<file path="config.mk">
export PLATFORM = sky130hd
export DESIGN_NAME = mcpu_control_fsm_flat
export DESIGN_NICKNAME = d
export VERILOG_FILES = /design/src/rtl/mcpu_control_fsm_if.sv /design/src/rtl/mcpu_control_fsm.sv /design/src/flat_wrapper.sv
export SDC_FILE = /design/constraint.sdc
export NUM_CORES = 1
export LEC_CHECK = 0
export BUFFER_PORTS_ARGS = -buffer_cell sky130_fd_sc_hd__buf_4
export CELL_PAD_IN_SITES_DETAIL_PLACEMENT = 0
export CELL_PAD_IN_SITES_GLOBAL_PLACEMENT = 2
export CORE_MARGIN = 2
export CORE_UTILIZATION = 22
export DETAILED_ROUTE_END_ITERATION = 6
export PLACE_DENSITY = 0.73
export SLEW_MARGIN = 10
export SYNTH_ARGS = -nofsm -noshare
export SYNTH_HDL_FRONTEND = slang
export SYNTH_SLANG_ARGS = --single-unit
</file>
<file path="constraint.sdc">
create_clock -name clk -period 1.61 [get_ports clk]
set_input_delay 0.2415 -clock clk [delete_from_list [all_inputs] [get_ports clk]]
set_output_delay 0.2415 -clock clk [all_outputs]
set_load 0.03 [all_outputs]
</file>
<file path="src/rtl/mcpu_control_fsm_if.sv">
// ============================================================================
// Module      : mcpu_control_fsm_if
// Description : Control bundle between the MCPU sequencer and its datapath.
// Revision    : 1.0 - initial release
// ============================================================================
`default_nettype none

interface mcpu_control_fsm_if #(
  parameter int CNT_W = 16
);
  logic [31:0]      instr;
  logic             zero;
  logic             pc_we;
  logic             ir_we;
  logic             a_we;
  logic             b_we;
  logic             mem_we;
  logic             reg_we;
  logic             mem_addr_sel;
  logic [1:0]       reg_dst;
  logic [1:0]       reg_in;
  logic             alu_src_a;
  logic [1:0]       alu_src_b;
  logic [2:0]       alu_op;
  logic [1:0]       pc_src;
  logic [3:0]       state;
  logic             retire;
  logic [CNT_W-1:0] retired_count;
  logic             halted;

  // Sequencer side: consumes IR/flag, drives every control line.
  modport master (
    input  instr, zero,
    output pc_we, ir_we, a_we, b_we, mem_we, reg_we, mem_addr_sel,
           reg_dst, reg_in, alu_src_a, alu_src_b, alu_op, pc_src,
           state, retire, retired_count, halted
  );

  // Datapath side.
  modport slave (
    output instr, zero,
    input  pc_we, ir_we, a_we, b_we, mem_we, reg_we, mem_addr_sel,
           reg_dst, reg_in, alu_src_a, alu_src_b, alu_op, pc_src,
           state, retire, retired_count, halted
  );
endinterface

`default_nettype wire

</file>
<file path="src/rtl/mcpu_control_fsm.sv">
// ============================================================================
// Module      : mcpu_control_fsm
// Description : Multi-cycle MCPU control sequencer with retire counter/halt.
// Revision    : 1.0 - initial release
// ============================================================================
`default_nettype none

module mcpu_control_fsm #(
  parameter int CNT_W = 16
) (
  input  wire logic         clk,
  input  wire logic         reset,
  mcpu_control_fsm_if.master bus
);

  localparam logic [3:0] c_FETCH     = 4'd0;
  localparam logic [3:0] c_DECODE    = 4'd1;
  localparam logic [3:0] c_MEM_ADDR  = 4'd2;
  localparam logic [3:0] c_MEM_READ  = 4'd3;
  localparam logic [3:0] c_LW_WB     = 4'd4;
  localparam logic [3:0] c_MEM_WRITE = 4'd5;
  localparam logic [3:0] c_R_EXEC    = 4'd6;
  localparam logic [3:0] c_R_WB      = 4'd7;
  localparam logic [3:0] c_I_EXEC    = 4'd8;
  localparam logic [3:0] c_I_WB      = 4'd9;
  localparam logic [3:0] c_BRANCH    = 4'd10;
  localparam logic [3:0] c_JUMP      = 4'd11;
  localparam logic [3:0] c_JR        = 4'd12;
  localparam logic [3:0] c_HALT      = 4'd13;

  localparam logic [5:0] c_OP_RTYPE  = 6'h00;
  localparam logic [5:0] c_OP_J      = 6'h02;
  localparam logic [5:0] c_OP_JAL    = 6'h03;
  localparam logic [5:0] c_OP_BEQ    = 6'h04;
  localparam logic [5:0] c_OP_BNE    = 6'h05;
  localparam logic [5:0] c_OP_ADDI   = 6'h08;
  localparam logic [5:0] c_OP_XORI   = 6'h0E;
  localparam logic [5:0] c_OP_LW     = 6'h23;
  localparam logic [5:0] c_OP_SW     = 6'h2B;

  localparam logic [5:0] c_FN_ADD    = 6'h20;
  localparam logic [5:0] c_FN_SUB    = 6'h22;
  localparam logic [5:0] c_FN_SLT    = 6'h2A;
  localparam logic [5:0] c_FN_JR     = 6'h08;

  localparam logic [2:0] c_ALU_ADD   = 3'd0;
  localparam logic [2:0] c_ALU_SUB   = 3'd1;
  localparam logic [2:0] c_ALU_XOR   = 3'd2;
  localparam logic [2:0] c_ALU_SLT   = 3'd3;

  localparam logic [CNT_W-1:0] c_CNT_ONE = {{(CNT_W-1){1'b0}}, 1'b1};

  logic [3:0]       r_state;
  logic [3:0]       w_next_state;
  logic [CNT_W-1:0] r_retired_count;
  logic [5:0]       w_opcode;
  logic [5:0]       w_funct;
  logic             w_unused_instr;

  logic             w_pc_we;
  logic             w_ir_we;
  logic             w_a_we;
  logic             w_b_we;
  logic             w_mem_we;
  logic             w_reg_we;
  logic             w_mem_addr_sel;
  logic [1:0]       w_reg_dst;
  logic [1:0]       w_reg_in;
  logic             w_alu_src_a;
  logic [1:0]       w_alu_src_b;
  logic [2:0]       w_alu_op;
  logic [1:0]       w_pc_src;
  logic             w_retire;

  assign w_opcode       = bus.instr[31:26];
  assign w_funct        = bus.instr[5:0];
  assign w_unused_instr = ^bus.instr[25:6];

  // State register
  always_ff @(posedge clk or negedge reset) begin
    if (!reset) begin
      r_state <= c_FETCH;
    end else begin
      r_state <= w_next_state;
    end
  end

  // Next-state decode
  always_comb begin
    w_next_state = c_HALT;
    case (r_state)
      c_FETCH: w_next_state = c_DECODE;
      c_DECODE: begin
        case (w_opcode)
          c_OP_LW, c_OP_SW:     w_next_state = c_MEM_ADDR;
          c_OP_RTYPE: begin
            case (w_funct)
              c_FN_ADD, c_FN_SUB, c_FN_SLT: w_next_state = c_R_EXEC;
              c_FN_JR:                      w_next_state = c_JR;
              default:                      w_next_state = c_HALT;
            endcase
          end
          c_OP_ADDI, c_OP_XORI: w_next_state = c_I_EXEC;
          c_OP_BEQ, c_OP_BNE:   w_next_state = c_BRANCH;
          c_OP_J, c_OP_JAL:     w_next_state = c_JUMP;
          default:              w_next_state = c_HALT;
        endcase
      end
      c_MEM_ADDR:  w_next_state = (w_opcode == c_OP_LW) ? c_MEM_READ : c_MEM_WRITE;
      c_MEM_READ:  w_next_state = c_LW_WB;
      c_R_EXEC:    w_next_state = c_R_WB;
      c_I_EXEC:    w_next_state = c_I_WB;
      c_LW_WB, c_MEM_WRITE, c_R_WB, c_I_WB,
      c_BRANCH, c_JUMP, c_JR: w_next_state = c_FETCH;
      c_HALT:      w_next_state = c_HALT;
      default:     w_next_state = c_HALT;
    endcase
  end

  // Output decode
  always_comb begin
    w_pc_we        = 1'b0;
    w_ir_we        = 1'b0;
    w_a_we         = 1'b0;
    w_b_we         = 1'b0;
    w_mem_we       = 1'b0;
    w_reg_we       = 1'b0;
    w_mem_addr_sel = 1'b0;
    w_reg_dst      = 2'd0;
    w_reg_in       = 2'd0;
    w_alu_src_a    = 1'b0;
    w_alu_src_b    = 2'd0;
    w_alu_op       = c_ALU_ADD;
    w_pc_src       = 2'd0;
    w_retire       = 1'b0;
    case (r_state)
      c_FETCH: begin
        w_ir_we     = 1'b1;
        w_alu_src_b = 2'd3;
        w_pc_we     = 1'b1;
      end
      c_DECODE: begin
        w_a_we      = 1'b1;
        w_b_we      = 1'b1;
        w_alu_src_b = 2'd2;
      end
      c_MEM_ADDR: begin
        w_alu_src_a = 1'b1;
        w_alu_src_b = 2'd1;
      end
      c_MEM_READ: w_mem_addr_sel = 1'b1;
      c_LW_WB: begin
        w_reg_we  = 1'b1;
        w_reg_dst = 2'd1;
        w_retire  = 1'b1;
      end
      c_MEM_WRITE: begin
        w_mem_we       = 1'b1;
        w_mem_addr_sel = 1'b1;
        w_retire       = 1'b1;
      end
      c_R_EXEC: begin
        w_alu_src_a = 1'b1;
        case (w_funct)
          c_FN_SUB: w_alu_op = c_ALU_SUB;
          c_FN_SLT: w_alu_op = c_ALU_SLT;
          default:  w_alu_op = c_ALU_ADD;
        endcase
      end
      c_R_WB: begin
        w_reg_we = 1'b1;
        w_reg_in = 2'd1;
        w_retire = 1'b1;
      end
      c_I_EXEC: begin
        w_alu_src_a = 1'b1;
        w_alu_src_b = 2'd1;
        w_alu_op    = (w_opcode == c_OP_XORI) ? c_ALU_XOR : c_ALU_ADD;
      end
      c_I_WB: begin
        w_reg_we  = 1'b1;
        w_reg_dst = 2'd1;
        w_reg_in  = 2'd1;
        w_retire  = 1'b1;
      end
      c_BRANCH: begin
        // opcode bit 0 distinguishes BNE from BEQ
        w_alu_src_a = 1'b1;
        w_alu_op    = c_ALU_SUB;
        w_pc_src    = 2'd1;
        w_pc_we     = bus.zero ^ bus.instr[26];
        w_retire    = 1'b1;
      end
      c_JUMP: begin
        w_pc_src = 2'd2;
        w_pc_we  = 1'b1;
        w_retire = 1'b1;
        if (w_opcode == c_OP_JAL) begin
          w_reg_we  = 1'b1;
          w_reg_dst = 2'd2;
          w_reg_in  = 2'd2;
        end
      end
      c_JR: begin
        w_pc_src = 2'd3;
        w_pc_we  = 1'b1;
        w_retire = 1'b1;
      end
      default: ;
    endcase

    // While reset is held, selects keep FETCH values but nothing is written.
    if (!reset) begin
      w_pc_we  = 1'b0;
      w_ir_we  = 1'b0;
      w_a_we   = 1'b0;
      w_b_we   = 1'b0;
      w_mem_we = 1'b0;
      w_reg_we = 1'b0;
      w_retire = 1'b0;
    end
  end

  always_ff @(posedge clk or negedge reset) begin
    if (!reset) begin
      r_retired_count <= '0;
    end else if (w_retire) begin
      r_retired_count <= r_retired_count + c_CNT_ONE;
    end
  end

  assign bus.pc_we         = w_pc_we;
  assign bus.ir_we         = w_ir_we;
  assign bus.a_we          = w_a_we;
  assign bus.b_we          = w_b_we;
  assign bus.mem_we        = w_mem_we;
  assign bus.reg_we        = w_reg_we;
  assign bus.mem_addr_sel  = w_mem_addr_sel;
  assign bus.reg_dst       = w_reg_dst;
  assign bus.reg_in        = w_reg_in;
  assign bus.alu_src_a     = w_alu_src_a;
  assign bus.alu_src_b     = w_alu_src_b;
  assign bus.alu_op        = w_alu_op;
  assign bus.pc_src        = w_pc_src;
  assign bus.state         = r_state;
  assign bus.retire        = w_retire;
  assign bus.retired_count = r_retired_count;
  assign bus.halted        = (r_state == c_HALT);

endmodule

`default_nettype wire
</file>
<file path="src/flat_wrapper.sv">
// flat-port wrapper written by rule: the top's interface ports become plain ports
module mcpu_control_fsm_flat 
#(
  parameter int CNT_W = 16
)
  (clk, reset, bus_instr, bus_zero, bus_pc_we, bus_ir_we, bus_a_we, bus_b_we, bus_mem_we, bus_reg_we, bus_mem_addr_sel, bus_reg_dst, bus_reg_in, bus_alu_src_a, bus_alu_src_b, bus_alu_op, bus_pc_src, bus_state, bus_retire, bus_retired_count, bus_halted);
  mcpu_control_fsm_if #(.CNT_W(CNT_W)) bus_i ();
  input  wire logic clk;
  input  wire logic reset;
  input wire logic [$bits(bus_i.instr)-1:0] bus_instr;
  input wire logic [$bits(bus_i.zero)-1:0] bus_zero;
  output wire logic [$bits(bus_i.pc_we)-1:0] bus_pc_we;
  output wire logic [$bits(bus_i.ir_we)-1:0] bus_ir_we;
  output wire logic [$bits(bus_i.a_we)-1:0] bus_a_we;
  output wire logic [$bits(bus_i.b_we)-1:0] bus_b_we;
  output wire logic [$bits(bus_i.mem_we)-1:0] bus_mem_we;
  output wire logic [$bits(bus_i.reg_we)-1:0] bus_reg_we;
  output wire logic [$bits(bus_i.mem_addr_sel)-1:0] bus_mem_addr_sel;
  output wire logic [$bits(bus_i.reg_dst)-1:0] bus_reg_dst;
  output wire logic [$bits(bus_i.reg_in)-1:0] bus_reg_in;
  output wire logic [$bits(bus_i.alu_src_a)-1:0] bus_alu_src_a;
  output wire logic [$bits(bus_i.alu_src_b)-1:0] bus_alu_src_b;
  output wire logic [$bits(bus_i.alu_op)-1:0] bus_alu_op;
  output wire logic [$bits(bus_i.pc_src)-1:0] bus_pc_src;
  output wire logic [$bits(bus_i.state)-1:0] bus_state;
  output wire logic [$bits(bus_i.retire)-1:0] bus_retire;
  output wire logic [$bits(bus_i.retired_count)-1:0] bus_retired_count;
  output wire logic [$bits(bus_i.halted)-1:0] bus_halted;
  assign bus_i.instr = bus_instr;
  assign bus_i.zero = bus_zero;
  assign bus_pc_we = bus_i.pc_we;
  assign bus_ir_we = bus_i.ir_we;
  assign bus_a_we = bus_i.a_we;
  assign bus_b_we = bus_i.b_we;
  assign bus_mem_we = bus_i.mem_we;
  assign bus_reg_we = bus_i.reg_we;
  assign bus_mem_addr_sel = bus_i.mem_addr_sel;
  assign bus_reg_dst = bus_i.reg_dst;
  assign bus_reg_in = bus_i.reg_in;
  assign bus_alu_src_a = bus_i.alu_src_a;
  assign bus_alu_src_b = bus_i.alu_src_b;
  assign bus_alu_op = bus_i.alu_op;
  assign bus_pc_src = bus_i.pc_src;
  assign bus_state = bus_i.state;
  assign bus_retire = bus_i.retire;
  assign bus_retired_count = bus_i.retired_count;
  assign bus_halted = bus_i.halted;
  mcpu_control_fsm #(.CNT_W(CNT_W)) u_core (.clk(clk), .reset(reset), .bus(bus_i));
endmodule
</file>
==> reports/metrics.yaml <==
synth:
  synth-edff-count: 0
  syn_nets: 204
  synth_async_sr_flop_share_pct: 100
  syn_area_um2: 1470
  synth_top_flop_cell: "dfrtp_1"
  syn_avg_cell_area_um2: 8.74
  synth_area_leaders: "dfrtp_1 (34%), xnor2_1 (6.6%), xor2_1 (4.8%)"
  yosys.area.top_type: "dfrtp_1"
  synth_warnings: 0
  synth_top_area_share_pct: 34.1
  ys_types: 47
  netlist_instances: 168
  ys_seq_elements: 20
  synth_seq_area_share_pct: 34.1
critical_path:
  cp.required_ns: 1.37
  slowest_delay_ns: 0.43
  crit_path_end_kind: "output pin"
  rr_startpoint: "u_core.bus.state[0]"
  path_class: "reg2out"
  crit_path_top_delay_cell: "dfrtp_2"
  cp-startpoint: "u_core.bus.state[1]"
  arrival_ns: 1.57
  crit_chain: "buf_6, nand2b_4, or2_4, nor3b_4, buf_6"
  crit_top_cell: "buf_6"
  start_kind: "register"
  crit_fanout: 7
global_route:
  grt.total_usage_pct: 13.2
  grt_max_degree: 17
  grt_pass1_vias: 1632
  overflow: 0
  antenna_found_initial: 0
  grt_pass1_wl_um: 7860
routing:
  dr.pass1.iters: 4
  viasPerCell: 4.63
  drtIter0Drc: 58
  ant_nets: 0
  drt_wl_total_um: 4860
  vias: 1634
  post_drt_wl_per_cell_um: 13.8
  drc: 0
clock_network:
  tritoncts: "built"
  worstSkewPairLatency_ns: 0.26
  cts_root_buf: "clkbuf_8"
  cts_num_sinks: 20
  cts.clk_slew.worst_paths_ns: 0.07
  cts_buffers: 3
  h-tree-depth: 1
  cts_buffer_depth: 2
cells_and_area:
  final_common_cell: "buf_4"
  mostFrequentLayoutCells: "buf_4 (75), buf_6 (37), dfrtp_1 (16)"
  final_core_util_pct: 45.3
  antennaDiodeCount: 0
  nets: 313
  drive_gt1_share_pct: 62.7
  fillers: 660
  syn_to_final_growth_pct: 96.8
timing:
  fin_skew_ns: 0.00428
  finalSetupViolations: 29
  drv_slew: 0
  fin_ws_ns: -0.201
  grt_setup_unrepaired: "yes"
  post-route-period-util_pct: 112
  final_hold_viol_count: 0
  finalCriticalPeriod_ns: 1.81
  fmax_ghz: 0.552
floorplanning:
  row_count: 29
  core_area_um2: 6390
  die_area_um2: 7350
  pin_count: 76
  floorplan.initialDensity_pct: 23.0
  die_w_um: 85.7
  die_h_um: 85.7
power:
  p_per_area_nw_per_um2: 1560
  p_leak_uw: 0.00129
  power_uw: 4520
  vdd_drop_max_v: 0.000976
place:
  portBuffers: 54
  place_congestion: 0.738
  dp_hpwl_um: 3440
run:
  drv_cap: 0
run_status:
  violations: "setup timing"
  status: "finished, violations left"
worst_hold_path:
  hp-class: "in2async"
layer usage:
layer  GRT usage, %  share of wire, %
met5              0                 0
met1           18.3                46
met3           1.25               2.2
met2           22.3                52
met4           2.89              0.49
critical path: cells and delay by family, from the launching register on:
kind	cells	cell delay (ns)
AND/OR/NAND/NOR	3	0.60
buffers and inverters	2	0.29
flip-flops	1	0.43
timing repair:
item	4_1_cts	5_1_grt
resized for setup	43	32
hold buffers	2	0
setup buffers	15	11
setup endpoints to repair	27	35
hold endpoints to repair	4	0
pin swaps	14	12
flip-flops by register name, summed over array words and instances, names as in the netlist:
| register | count |
|---|---|
| u_core.bus.state | 4 |
| u_core.bus.retired_count | 16 |
path summary, 6_finish.rpt:
path                       slack (ns)  cells past startpoint                           end
setup / recovery                -0.20                      5                    bus_mem_we
hold reg to reg                  0.47                      1  u_core.bus.retired_count[15]
max in group asynchronous        0.89                      3   u_core.bus.retired_count[0]
hold / removal                   0.40                      2           u_core.bus.state[3]
min in group clk                 0.40                      4           u_core.bus.state[3]
setup reg to reg                -0.15                      6  u_core.bus.retired_count[15]
synthesized netlist by cell type (2+ instances only):
cell type   n
a21oi_1     6
nor3_1      6
nand2b_1    3
o21ai_0     7
nor2_1     14
buf_6       2
mux2_2      3
xor2_1      8
nor2b_1     5
buf_4       3
nand2_1    15
buf_2       2
nor4b_1     2
dfrtp_1    20
nor3b_1     5
nor4_1      4
clkbuf_1    5
xnor2_1    11
nand4_1     8
nand3_1     6
inv_1       7
power by group:
part / switching [µW] / internal, µW / total (µW)
Sequential: 163 / 617 / 780
Clock: 163 / 217 / 381
Combinational: 1700 / 1670 / 3360
cell families (layout without fill, tap and decap cells):
kind of cell / after synthesis / after routing / synth area share, %
buffers and inverters: 20 / 128 / 7.07
multiplexers: 3 / 3 / 2.30
XOR/XNOR: 19 / 19 / 11.3
adder cells (fa/ha/maj): 1 / 1 / 0.852
other: 1 / 1 / 0.255
AO/OA/AOI/OAI: 25 / 25 / 12.3
flip-flops: 20 / 20 / 34.1
AND/OR/NAND/NOR: 79 / 79 / 31.9
area by class of cell:
cell class	count	area (µm²)	share of cell area [%]
clock buffers	4	55.1	1.90
inverters	7	28.8	0.995
flip-flops and latches	20	505	17.5
well taps	77	96.3	3.33
repair buffers	117	1050	36.3
multi-input cells	128	1160	40.0
per-stage QoR:
stage,instance area [µm²],setup slack (ns),setup TNS [ns],instances,hold slack (ns)
finish,2890,-0.201,-3.20,353,0.395
global route,2890,-0.286,-5.51,353,0.390
CTS,2680,-0.209,-3.32,343,0.384
detailed placement,2310,-0.167,-0.715,322,0.0649
global placement,2310,-0.180,-0.712,322,0.0657
floorplan,1630,-0.480,-8.48,168,-0.0541
Power figures use the tool's default switching activity.
